--- src/rtl/bisr_ctl_pkg.sv ---
`default_nettype none
// ============================================================================
//  Module   : bisr_ctl_pkg
//  Purpose  : Shared types and the Stop-the-World pattern table used by the
//             BISR scheduler and its pattern ROM.
//  Contents : state_t        - scheduler FSM states
//             stw_pattern_t  - one STW operand set plus its expected result
//             STW_PATTERN_TABLE - eight fixed test patterns
//  Revision : 1.0 - initial release
// ============================================================================
package bisr_ctl_pkg;

    localparam int STW_W           = 8;
    localparam int NUM_ROM_ENTRIES = 8;
    localparam int IDX_W           = 3;

    typedef enum logic [2:0] {
        IDLE   = 3'd0,
        LOAD   = 3'd1,
        START  = 3'd2,
        WAIT   = 3'd3,
        EVAL   = 3'd4,
        MATMUL = 3'd5,
        MWAIT  = 3'd6,
        FINISH = 3'd7
    } state_t;

    typedef struct packed {
        logic [STW_W-1:0] op1;
        logic [STW_W-1:0] op2;
        logic [STW_W-1:0] add;
        logic [STW_W-1:0] expected;
    } stw_pattern_t;

    // expected = (op1*op2 + add) mod 256; the carry is deliberately dropped.
    localparam stw_pattern_t STW_PATTERN_TABLE [NUM_ROM_ENTRIES] = '{
        '{8'd4,   8'd3,   8'd1,   8'd13},
        '{8'd0,   8'd0,   8'd0,   8'd0},
        '{8'd255, 8'd1,   8'd0,   8'd255},
        '{8'd170, 8'd1,   8'd85,  8'd255},
        '{8'd1,   8'd255, 8'd1,   8'd0},
        '{8'd15,  8'd17,  8'd0,   8'd255},
        '{8'd2,   8'd2,   8'd255, 8'd3},
        '{8'd16,  8'd16,  8'd0,   8'd0}
    };

endpackage
`default_nettype wire

--- src/rtl/stw_pattern_rom.sv ---
`default_nettype none
// ============================================================================
//  Module   : stw_pattern_rom
//  Purpose  : Combinational lookup of one STW test pattern.
//  Ports    : idx     in  pattern index (0..7)
//             pattern out operands and expected result for idx
//  Revision : 1.0 - initial release
// ============================================================================
module stw_pattern_rom
    import bisr_ctl_pkg::*;
(
    input  logic [IDX_W-1:0] idx,
    output stw_pattern_t     pattern
);

    assign pattern = STW_PATTERN_TABLE[idx];

endmodule
`default_nettype wire

--- src/rtl/bisr_stw_scheduler.sv ---
`default_nettype none
// ============================================================================
//  Module   : bisr_stw_scheduler
//  Purpose  : Runs a fixed series of Stop-the-World patterns through the
//             systolic array, accumulates a sticky per-PE fault map, then
//             either launches the matrix multiply or flags the array as
//             unrepairable.
//  Ports    : clk, rst (sync, active high), run_req
//             STW_* operand/control outputs, STW_complete/STW_result_mat in
//             start_fsm/start_matmul out, matmul_in_progress/_output_done in
//             fault_map, fault_count, busy, done, unrepairable, timeout_err
//  Notes    : The pattern table is 8 bits wide; with WORD_SIZE other than 8
//             the operands are resized and the expected value is only exact
//             for the default width.
//  Revision : 1.0 - initial release
// ============================================================================
module bisr_stw_scheduler
    import bisr_ctl_pkg::*;
#(
    parameter int ROWS           = 4,
    parameter int COLS           = 4,
    parameter int WORD_SIZE      = 8,
    parameter int NUM_PATTERNS   = 4,
    parameter int MAX_FAULTS     = 4,
    parameter int TIMEOUT_CYCLES = 64
) (
    input  logic                             clk,
    input  logic                             rst,
    input  logic                             run_req,
    output logic                             STW_test_load_en,
    output logic [WORD_SIZE-1:0]             STW_mult_op1,
    output logic [WORD_SIZE-1:0]             STW_mult_op2,
    output logic [WORD_SIZE-1:0]             STW_add_op,
    output logic [WORD_SIZE-1:0]             STW_expected,
    output logic                             STW_start,
    input  logic                             STW_complete,
    input  logic [ROWS*COLS-1:0]             STW_result_mat,
    output logic                             start_fsm,
    output logic                             start_matmul,
    input  logic                             matmul_in_progress,
    input  logic                             matmul_output_done,
    output logic [ROWS*COLS-1:0]             fault_map,
    output logic [$clog2(ROWS*COLS+1)-1:0]   fault_count,
    output logic                             busy,
    output logic                             done,
    output logic                             unrepairable,
    output logic                             timeout_err
);

    localparam int NPE   = ROWS * COLS;
    localparam int CNT_W = $clog2(NPE + 1);
    localparam int TMR_W = $clog2(TIMEOUT_CYCLES + 1);

    localparam logic [IDX_W-1:0] LAST_IDX = IDX_W'(NUM_PATTERNS - 1);
    localparam logic [CNT_W-1:0] MAX_F    = CNT_W'(MAX_FAULTS);
    localparam logic [TMR_W-1:0] TMO_LAST = TMR_W'(TIMEOUT_CYCLES - 1);

    state_t               r_state;
    logic [IDX_W-1:0]     r_idx;
    logic [TMR_W-1:0]     r_timer;
    logic                 r_load_en;
    logic                 r_stw_start;
    logic [WORD_SIZE-1:0] r_op1;
    logic [WORD_SIZE-1:0] r_op2;
    logic [WORD_SIZE-1:0] r_add;
    logic [WORD_SIZE-1:0] r_exp;
    logic                 r_start_fsm;
    logic                 r_start_matmul;
    logic [NPE-1:0]       r_fault_map;
    logic [CNT_W-1:0]     r_fault_count;
    logic                 r_busy;
    logic                 r_done;
    logic                 r_unrep;
    logic                 r_timeout;

    logic [IDX_W-1:0]     w_rom_idx;
    stw_pattern_t         w_pattern;
    logic [CNT_W-1:0]     w_popcount;

    // The ROM is only consulted on the edges that enter LOAD: from IDLE the
    // first pattern is needed, from WAIT the one after the current index.
    assign w_rom_idx = (r_state == WAIT) ? IDX_W'(r_idx + IDX_W'(1)) : '0;

    stw_pattern_rom u_rom (
        .idx     (w_rom_idx),
        .pattern (w_pattern)
    );

    always_comb begin
        w_popcount = '0;
        for (int i = 0; i < NPE; i++) begin
            w_popcount = w_popcount + CNT_W'(r_fault_map[i]);
        end
    end

    always_ff @(posedge clk) begin
        if (rst) begin
            r_state        <= IDLE;
            r_idx          <= '0;
            r_timer        <= '0;
            r_load_en      <= 1'b0;
            r_stw_start    <= 1'b0;
            r_op1          <= '0;
            r_op2          <= '0;
            r_add          <= '0;
            r_exp          <= '0;
            r_start_fsm    <= 1'b0;
            r_start_matmul <= 1'b0;
            r_fault_map    <= '0;
            r_fault_count  <= '0;
            r_busy         <= 1'b0;
            r_done         <= 1'b0;
            r_unrep        <= 1'b0;
            r_timeout      <= 1'b0;
        end else begin
            // Single-cycle pulses fall by default.
            r_load_en   <= 1'b0;
            r_stw_start <= 1'b0;
            r_done      <= 1'b0;

            case (r_state)
                IDLE: begin
                    if (run_req) begin
                        r_state       <= LOAD;
                        r_idx         <= '0;
                        r_fault_map   <= '0;
                        r_fault_count <= '0;
                        r_unrep       <= 1'b0;
                        r_timeout     <= 1'b0;
                        r_busy        <= 1'b1;
                        r_load_en     <= 1'b1;
                        r_op1         <= WORD_SIZE'(w_pattern.op1);
                        r_op2         <= WORD_SIZE'(w_pattern.op2);
                        r_add         <= WORD_SIZE'(w_pattern.add);
                        r_exp         <= WORD_SIZE'(w_pattern.expected);
                    end
                end

                LOAD: begin
                    r_state     <= START;
                    r_stw_start <= 1'b1;
                    r_timer     <= '0;
                end

                START: begin
                    r_state <= WAIT;
                end

                WAIT: begin
                    // A completion in the expiry cycle is still accepted.
                    if (STW_complete) begin
                        r_fault_map <= r_fault_map | ~STW_result_mat;
                        if (r_idx < LAST_IDX) begin
                            r_state   <= LOAD;
                            r_idx     <= IDX_W'(r_idx + IDX_W'(1));
                            r_load_en <= 1'b1;
                            r_op1     <= WORD_SIZE'(w_pattern.op1);
                            r_op2     <= WORD_SIZE'(w_pattern.op2);
                            r_add     <= WORD_SIZE'(w_pattern.add);
                            r_exp     <= WORD_SIZE'(w_pattern.expected);
                        end else begin
                            r_state <= EVAL;
                        end
                    end else if (r_timer == TMO_LAST) begin
                        r_timeout <= 1'b1;
                        r_state   <= FINISH;
                        r_done    <= 1'b1;
                    end else begin
                        r_timer <= TMR_W'(r_timer + TMR_W'(1));
                    end
                end

                EVAL: begin
                    r_fault_count <= w_popcount;
                    if (w_popcount > MAX_F) begin
                        r_unrep <= 1'b1;
                        r_state <= FINISH;
                        r_done  <= 1'b1;
                    end else begin
                        r_state        <= MATMUL;
                        r_start_fsm    <= 1'b1;
                        r_start_matmul <= 1'b1;
                    end
                end

                MATMUL: begin
                    if (matmul_in_progress) begin
                        r_state        <= MWAIT;
                        r_start_fsm    <= 1'b0;
                        r_start_matmul <= 1'b0;
                        r_timer        <= '0;
                    end
                end

                MWAIT: begin
                    if (matmul_output_done) begin
                        r_state <= FINISH;
                        r_done  <= 1'b1;
                    end else if (r_timer == TMO_LAST) begin
                        r_timeout <= 1'b1;
                        r_state   <= FINISH;
                        r_done    <= 1'b1;
                    end else begin
                        r_timer <= TMR_W'(r_timer + TMR_W'(1));
                    end
                end

                FINISH: begin
                    r_state <= IDLE;
                    r_busy  <= 1'b0;
                end

                default: begin
                    r_state <= IDLE;
                    r_busy  <= 1'b0;
                end
            endcase
        end
    end

    assign STW_test_load_en = r_load_en;
    assign STW_mult_op1     = r_op1;
    assign STW_mult_op2     = r_op2;
    assign STW_add_op       = r_add;
    assign STW_expected     = r_exp;
    assign STW_start        = r_stw_start;
    assign start_fsm        = r_start_fsm;
    assign start_matmul     = r_start_matmul;
    assign fault_map        = r_fault_map;
    assign fault_count      = r_fault_count;
    assign busy             = r_busy;
    assign done             = r_done;
    assign unrepairable     = r_unrep;
    assign timeout_err      = r_timeout;

endmodule
`default_nettype wire
--- config.mk ---
export PLATFORM = sky130hd
export DESIGN_NAME = bisr_stw_scheduler
export DESIGN_NICKNAME = d
export VERILOG_FILES = /design/src/rtl/bisr_ctl_pkg.sv /design/src/rtl/stw_pattern_rom.sv /design/src/rtl/bisr_stw_scheduler.sv
export SDC_FILE = /design/constraint.sdc
export NUM_CORES = 1
export LEC_CHECK = 0
export ABC_AREA = 1
export CAP_MARGIN = 20
export CORE_ASPECT_RATIO = 1.75
export CORE_UTILIZATION = 50
export DETAILED_ROUTE_END_ITERATION = 10
export GPL_ROUTABILITY_DRIVEN = 0
export HOLD_SLACK_MARGIN = 0.12
export PLACE_DENSITY_LB_ADDON = 0.3
export SLEW_MARGIN = 10
export SYNTH_ARGS = -nofsm -noshare
export SYNTH_HDL_FRONTEND = slang
export SYNTH_SLANG_ARGS = --single-unit
--- constraint.sdc ---
create_clock -name clk -period 5.28 [get_ports clk]
set_clock_uncertainty 0.1 [all_clocks]
set_input_delay 0.528 -clock clk [delete_from_list [all_inputs] [get_ports clk]]
set_output_delay 0.528 -clock clk [all_outputs]
set_load 0.05 [all_outputs]
==> reports/metrics.csv, run 1 <==
metric,value,unit
status,finished clean,
largest area contributor in the netlist,dfxtp_1,
P per Cell Area,265,nW/um^2
CTS Buffer Depth,2,
Switching Power,0.370,mW
share of power burned in registers,43.0,%
Remaining DRCs,0,
post-synthesis sequential area ratio,34.5,%
"setup slack, reg-to-reg",1140,ps
Via density,5.00,
H-tree depth,3,
number of port buffers,82,
Root Driver,clkbuf_8,
num ports,83,
Setup Buffers After CTS,0,
most repeated library cell on the critical path,fa_1,
Pre-Repair DR Iteration Count,5,
final WL,7.26,mm
Antenna Cells,0,
Synth Warn #,0,
Fin. Hold Viols,0,
Internal Power,0.729,mW
Syn Area/Cell,7.77,sq um
first-pass GRT wire length,12.2,mm
vias in the first global route,2839,
Total Neg Setup Slack,0,ps
DP Wirelength,5.62,mm
placed cell count,560,
maxcap violations,0,
Cell variety after synth,40,
DIE HEIGHT,110,microns
clk slew on worst S/H paths,60,ps
Netlist Area Pre-Place,3310,sq um
max-slew violations,0,
Fillers,544,
Worst-Margin Slew,618,ps
Post-Syn Instances,426,
Worst setup SP type,flop,
Hold Path End,r_timer[6],
Tcrit/Tclk final,78.4,%
"Clk Latency, worst-skew pair",340,ps
Post-synth ARST share,0,%
Setup-failing EPs final,0,
CTS tree,done,
layout cell share with drive strength beyond 1,9.72,%
Num CTS Buffers,9,
leakage dissipation,1.79,nW
Setup WS post-layout,1140,ps
pin count of the biggest net entering global routing,26,
final net count,535,
maximum vdd drop,0.000187,V
post-route non-filler standard cell count,574,
Reg-to-Reg Start,fault_map[0],
crit-path cells,inv_1 -> fa_1 -> fa_1 -> fa_1 -> fa_1 -> inv_1 -> ha_1 -> fa_1 -> or2_2 -> nand3_1 -> nand2_1 -> nand2_1 -> o211ai_1 -> nand2_1 -> inv_1,
fin crit period,4140,ps
kind of critical path,reg2reg,
crit path max-delay cell type,fa_1,
Sink Count,57,
DIE AREA,6960,sq um
Post-synth EDFFs,0,
CP bufs+invs,3,
"FF+latch count, synth",57,
"Arr. time, crit path",4280,ps
share of the synthesized area in the top cell type,34.5,%
Vias,2868,
most frequent cells in the layout,"nand2_1 (88), clkdlybuf4s50_1 (82), inv_1 (68)",
Hold Buf Count CTS,0,
Sw Ratio,33.7,%
"Primary FF master, synth",dfxtp_1,
# rows,38,
"commonest non-fill, non-tap cell in the layout",nand2_1,
worst hold stages,2,
RSZ-0062 raised after global routing,no,
Die W,63.5,microns
antenna violations before repair,0,
Fmax,0.242,GHz
CP top delay family,adder cells,
Slew headroom,58.8,%
layout overhead on the synthesized area,25.4,%
DRT antenna net count,0,
Initial DRC Count,102,
pre-CTS WS,1140,ps
Core Footprint,6280,sq um
Total Routing Usage GR,22.7,%
CP max FO,4,
most area-consuming cells after synthesis,"dfxtp_1 (34%), nand2_1 (10%), inv_1 (7.7%)",
wire length per cell,12.7,microns
combinational power share,27.9,%
Worst Path Required,5420,ps
RR Endpoint,unrepairable,
CP Capture Type,flop,
Mapped Nets,470,
grt ovf,0,
CP peak stage delay,580,ps
Hold WC Path Type,reg2reg,
FF-to-FF path depth,15,
PostCTS Resize Cnt,0,
Clk network pwr share,29.1,%
Initial Util,52.7,%
Hold Path Origin,r_timer[6],
[stage by stage]
stage | area [sq um] | hold WS (ps) | total power, mW | utilization (%)
floorplan | 3310 | 332 | 0.709 | -
global placement | 4010 | 343 | 0.784 | 63.8
detailed placement | 4010 | 349 | 0.790 | 63.8
CTS | 4150 | 357 | 1.11 | 66.1
global route | 4150 | 386 | 1.17 | 66.1
finish | 4150 | 352 | 1.10 | 66.1
[Yosys cell counts (2+ instances only)]
library cell,number
nand2_1,88
inv_1,68
dfxtp_1,57
a21oi_1,41
nor2_1,23
nand3_1,20
buf_4,19
ha_1,12
fa_1,10
o21ai_0,10
nand4_1,8
o21ai_1,7
a31oi_1,6
buf_6,5
nand2_4,5
a21oi_2,4
or2_2,4
inv_4,3
nand3_2,3
nand3_4,3
nor2_2,3
nor2_4,3
nor3_1,3
buf_2,2
clkbuf_1,2
inv_2,2
nand2_2,2
[power groups by stage]
| stage | clock (mW) | sequential (mW) | combinational [mW] |
|---|---|---|---|
| 2_1_floorplan | 0 | 0.532 | 0.178 |
| 3_3_place_gp | 0 | 0.480 | 0.304 |
| 3_5_place_dp | 0 | 0.481 | 0.309 |
| 4_1_cts | 0.331 | 0.472 | 0.311 |
| 5_1_grt | 0.353 | 0.475 | 0.337 |
| 6_report | 0.320 | 0.472 | 0.307 |
[cell families after synthesis]
group,synth area share [%]
buf+inv,15.8
fa+ha+maj,10.6
flops,34.5
compound gates,11.6
simple gates,27.0
xor+xnor,0.529
[final cells by class]
cell class                      count  area [sq um]  area share (%)
Clock buffer                       13           139            3.35
Tap cell                           80           100            2.41
Sequential cell                    57          1140            27.5
Multi-Input combinational cell    266          1650            39.7
Timing Repair Buffer               83           828            20.0
Inverter                           74           290            6.99
Clock inverter                      1          5.00           0.121
[worst max-delay path by stage]
| stage | from | to | slack [ps] | cells after the start |
|---|---|---|---|---|
| finish | fault_map[0] | unrepairable | 1140 | 15 |
| global route | fault_map[0] | done | 960 | 15 |
| CTS | fault_map[0] | unrepairable | 1120 | 15 |
| detailed placement | fault_map[0] | unrepairable | 1140 | 15 |
| global placement | fault_map[0] | unrepairable | 1220 | 15 |
| floorplan | fault_map[0] | unrepairable | 1020 | 15 |
[state kept, by name (all words and copies together) (netlist names)]
register	flops
busy	1
start_matmul	1
STW_mult_op1	7
STW_start	1
STW_expected	2
r_state	3
timeout_err	1
done	1
STW_mult_op2	4
fault_map	16
r_timer	7
STW_add_op	3
STW_test_load_en	1
fault_count	5
unrepairable	1
r_idx	3
[layer usage]
layer	track usage [%]	vias to the layer above	part of all wire (%)
met3	6.33	19	5.3
met4	11.7	0	2.8
met1	21.3	1315	36
met2	43.8	83	56
met5	0	-	0
li1	-	1451	-
[worst min-delay path: cells and delay by family, from the launching register on]
family,cells,cell delay [ps]
buffers and inverters,1,30
DFF,1,300
and+or+nand+nor,1,70
No activity file was read; power rests on OpenSTA's default activity.
==> inputs of run 2 (changes only) <==
clock period = 4.3 ns   (was 5.28 ns; I/O delays follow)
==> run 2 against run 1 <==
- sequential power grew 23%
- setup slack lost 930 ps
- utilization grew 0.62 points
- critical path depth is the same
- first-iteration DRC count grew 6.9%
- register-to-register slack lost 930 ps
- fmax grew 1.2%
- via count shrank 0.28%
- combinational power grew 23%
- final area grew 0.93%
- largest cell class unchanged
- sequential cell count is the same
- global-route usage shrank 0.39 points
==> reports/metrics.csv, run 2 (same netlist as run 1, synthesis figures left out) <==
metric,value,unit,change
status,finished clean,,
placed cell areas,4010,sq um,+0.19%
placed cell count,561,,+0.18%
Setup WS post-layout,210,ps,-932 ps
Reg-to-Reg Start,fault_map[0],,
layout overhead on the synthesized area,26.6,%,
first-pass GRT wire length,12.0,mm,-1.6%
Setup-failing EPs final,0,,unchanged
Antenna Cells,0,,unchanged
Sink Count,57,,unchanged
FF-to-FF path depth,15,,unchanged
Fin. Hold Viols,0,,unchanged
Vias,2860,,-0.28%
Fmax,0.244,GHz,+1.2%
CTS Buffer Depth,2,,unchanged
vias in the first global route,2712,,-4.5%
Pre-Repair DR Iteration Count,4,,-1
maxcap violations,0,,unchanged
most frequent cells in the layout,"nand2_1 (87), clkdlybuf4s50_1 (82), inv_1 (68)",,
DRT antenna net count,0,,unchanged
pre-CTS WS,206,ps,-939 ps
number of port buffers,82,,unchanged
num ports,83,,unchanged
final net count,536,,+0.19%
final WL,7.34,mm,+1.0%
kind of critical path,reg2reg,,
"setup slack, reg-to-reg",210,ps,-930 ps
max-slew violations,0,,unchanged
Slew headroom,57.8,%,-0.91 points
Largest register FFs,16,,unchanged
DP Wirelength,5.57,mm,-0.91%
most repeated library cell on the critical path,fa_1,,
Worst setup SP type,flop,,
Hold Path End,r_timer[6],,
post-route non-filler standard cell count,577,,+0.52%
maximum vdd drop,0.000215,V,+15%
"commonest non-fill, non-tap cell in the layout",nand2_1,,
H-tree depth,3,,unchanged
RSZ-0062 raised after global routing,no,,
Remaining DRCs,0,,unchanged
pin count of the biggest net entering global routing,26,,unchanged
Core Footprint,6280,sq um,unchanged
crit-path cells,inv_1 -> fa_1 -> fa_1 -> fa_1 -> fa_1 -> inv_1 -> ha_1 -> fa_1 -> or2_2 -> nand3_1 -> nand2_1 -> nand2_2 -> o211ai_1 -> nand2_1 -> inv_1,,
layout cell share with drive strength beyond 1,11.1,%,+1.3 points
RR Endpoint,unrepairable,,
CP Capture Type,flop,,
Tcrit/Tclk final,95.1,%,+17 points
CTS tree,done,,
leakage dissipation,1.81,nW,+1.2%
wire length per cell,12.7,microns,+0.48%
"Clk Latency, worst-skew pair",340,ps,about the same
crit path max-delay cell type,fa_1,,
CP max FO,4,,unchanged
DIE HEIGHT,110,microns,unchanged
Num CTS Buffers,9,,unchanged
CP peak stage delay,570,ps,about the same
"Arr. time, crit path",4230,ps,-50 ps
clk slew on worst S/H paths,70,ps,about the same
# rows,38,,unchanged
Die W,63.5,microns,unchanged
P per Cell Area,334,nW/um^2,+26%
Total Routing Usage GR,22.3,%,-0.39 points
Initial Util,52.7,%,unchanged
Initial DRC Count,109,,+6.9%
Total Neg Setup Slack,0,ps,unchanged
Worst Path Required,4440,ps,-980 ps
antenna violations before repair,0,,unchanged
grt ovf,0,,unchanged
Via density,4.96,,-0.80%
Hold Path Origin,r_timer[6],,
total power,1.40,mW,+27%
fin crit period,4090,ps,-47.6 ps
DIE AREA,6960,sq um,unchanged
Root Driver,clkbuf_8,,
Worst-Margin Slew,632,ps,+13.7 ps
fin area,4190,sq um,+0.93%
worst hold stages,2,,unchanged
Hold WC Path Type,reg2reg,,
==> run 2: area by class of cell <==
type | instances | area [sq um]
Inverter | 74 | 290
Fill cell | 561 | 2090
Timing Repair Buffer | 84 | 836
Multi-Input combinational cell | 266 | 1650
Clock inverter | 5 | 31.3
Tap cell | 80 | 100
Sequential cell | 57 | 1140
Clock buffer | 11 | 141
==> run 2: stage by stage <==
stage	util, %	hold slack (ps)
CTS	66.7	356
detailed placement	64.0	345
global route	66.7	379
global placement	64.0	343
floorplan	-	332
finish	66.7	351
==> run 2: power breakdown <==
| group | total [mW] | switching, mW | internal (mW) |
|---|---|---|---|
| Clock | 0.440 | 0.218 | 0.222 |
| Sequential | 0.579 | 0.0240 | 0.555 |
| Combinational | 0.379 | 0.240 | 0.139 |
==> run 2: worst max-delay path: cells and delay by family, from the launching register on <==
kind	cells	cell delay, ps
DFF	1	330
AOI/OAI and AO/OA	1	110
buffers and inverters	3	140
adders and majority gates	6	2690
and+or+nand+nor	5	610
==> run 2: worst max-delay path by stage <==
stage | from | endpoint | slack (ps) | cells after the start
6_report | fault_map[0] | unrepairable | 210 | 15
5_1_grt | fault_map[0] | done | 10 | 15
4_1_cts | fault_map[0] | unrepairable | 170 | 15
3_5_place_dp | fault_map[0] | unrepairable | 210 | 15
3_3_place_gp | fault_map[0] | unrepairable | 250 | 15
2_1_floorplan | fault_map[0] | unrepairable | 40 | 15
==> run 2: per-layer routing <==
layer	track usage [%]	part of all wire (%)	vias to the layer above
li1	-	-	1458
met1	21.2	38	1312
met2	43.7	55	78
met3	6.02	4.7	12
met4	9.58	2.3	0
met5	0	0	-
==> run 2: what timing repair did <==
action                     CTS  global route
setup endpoints to repair    0             2
setup buffers                0             0
gates resized for setup      0             1
hold buffers                 0             0
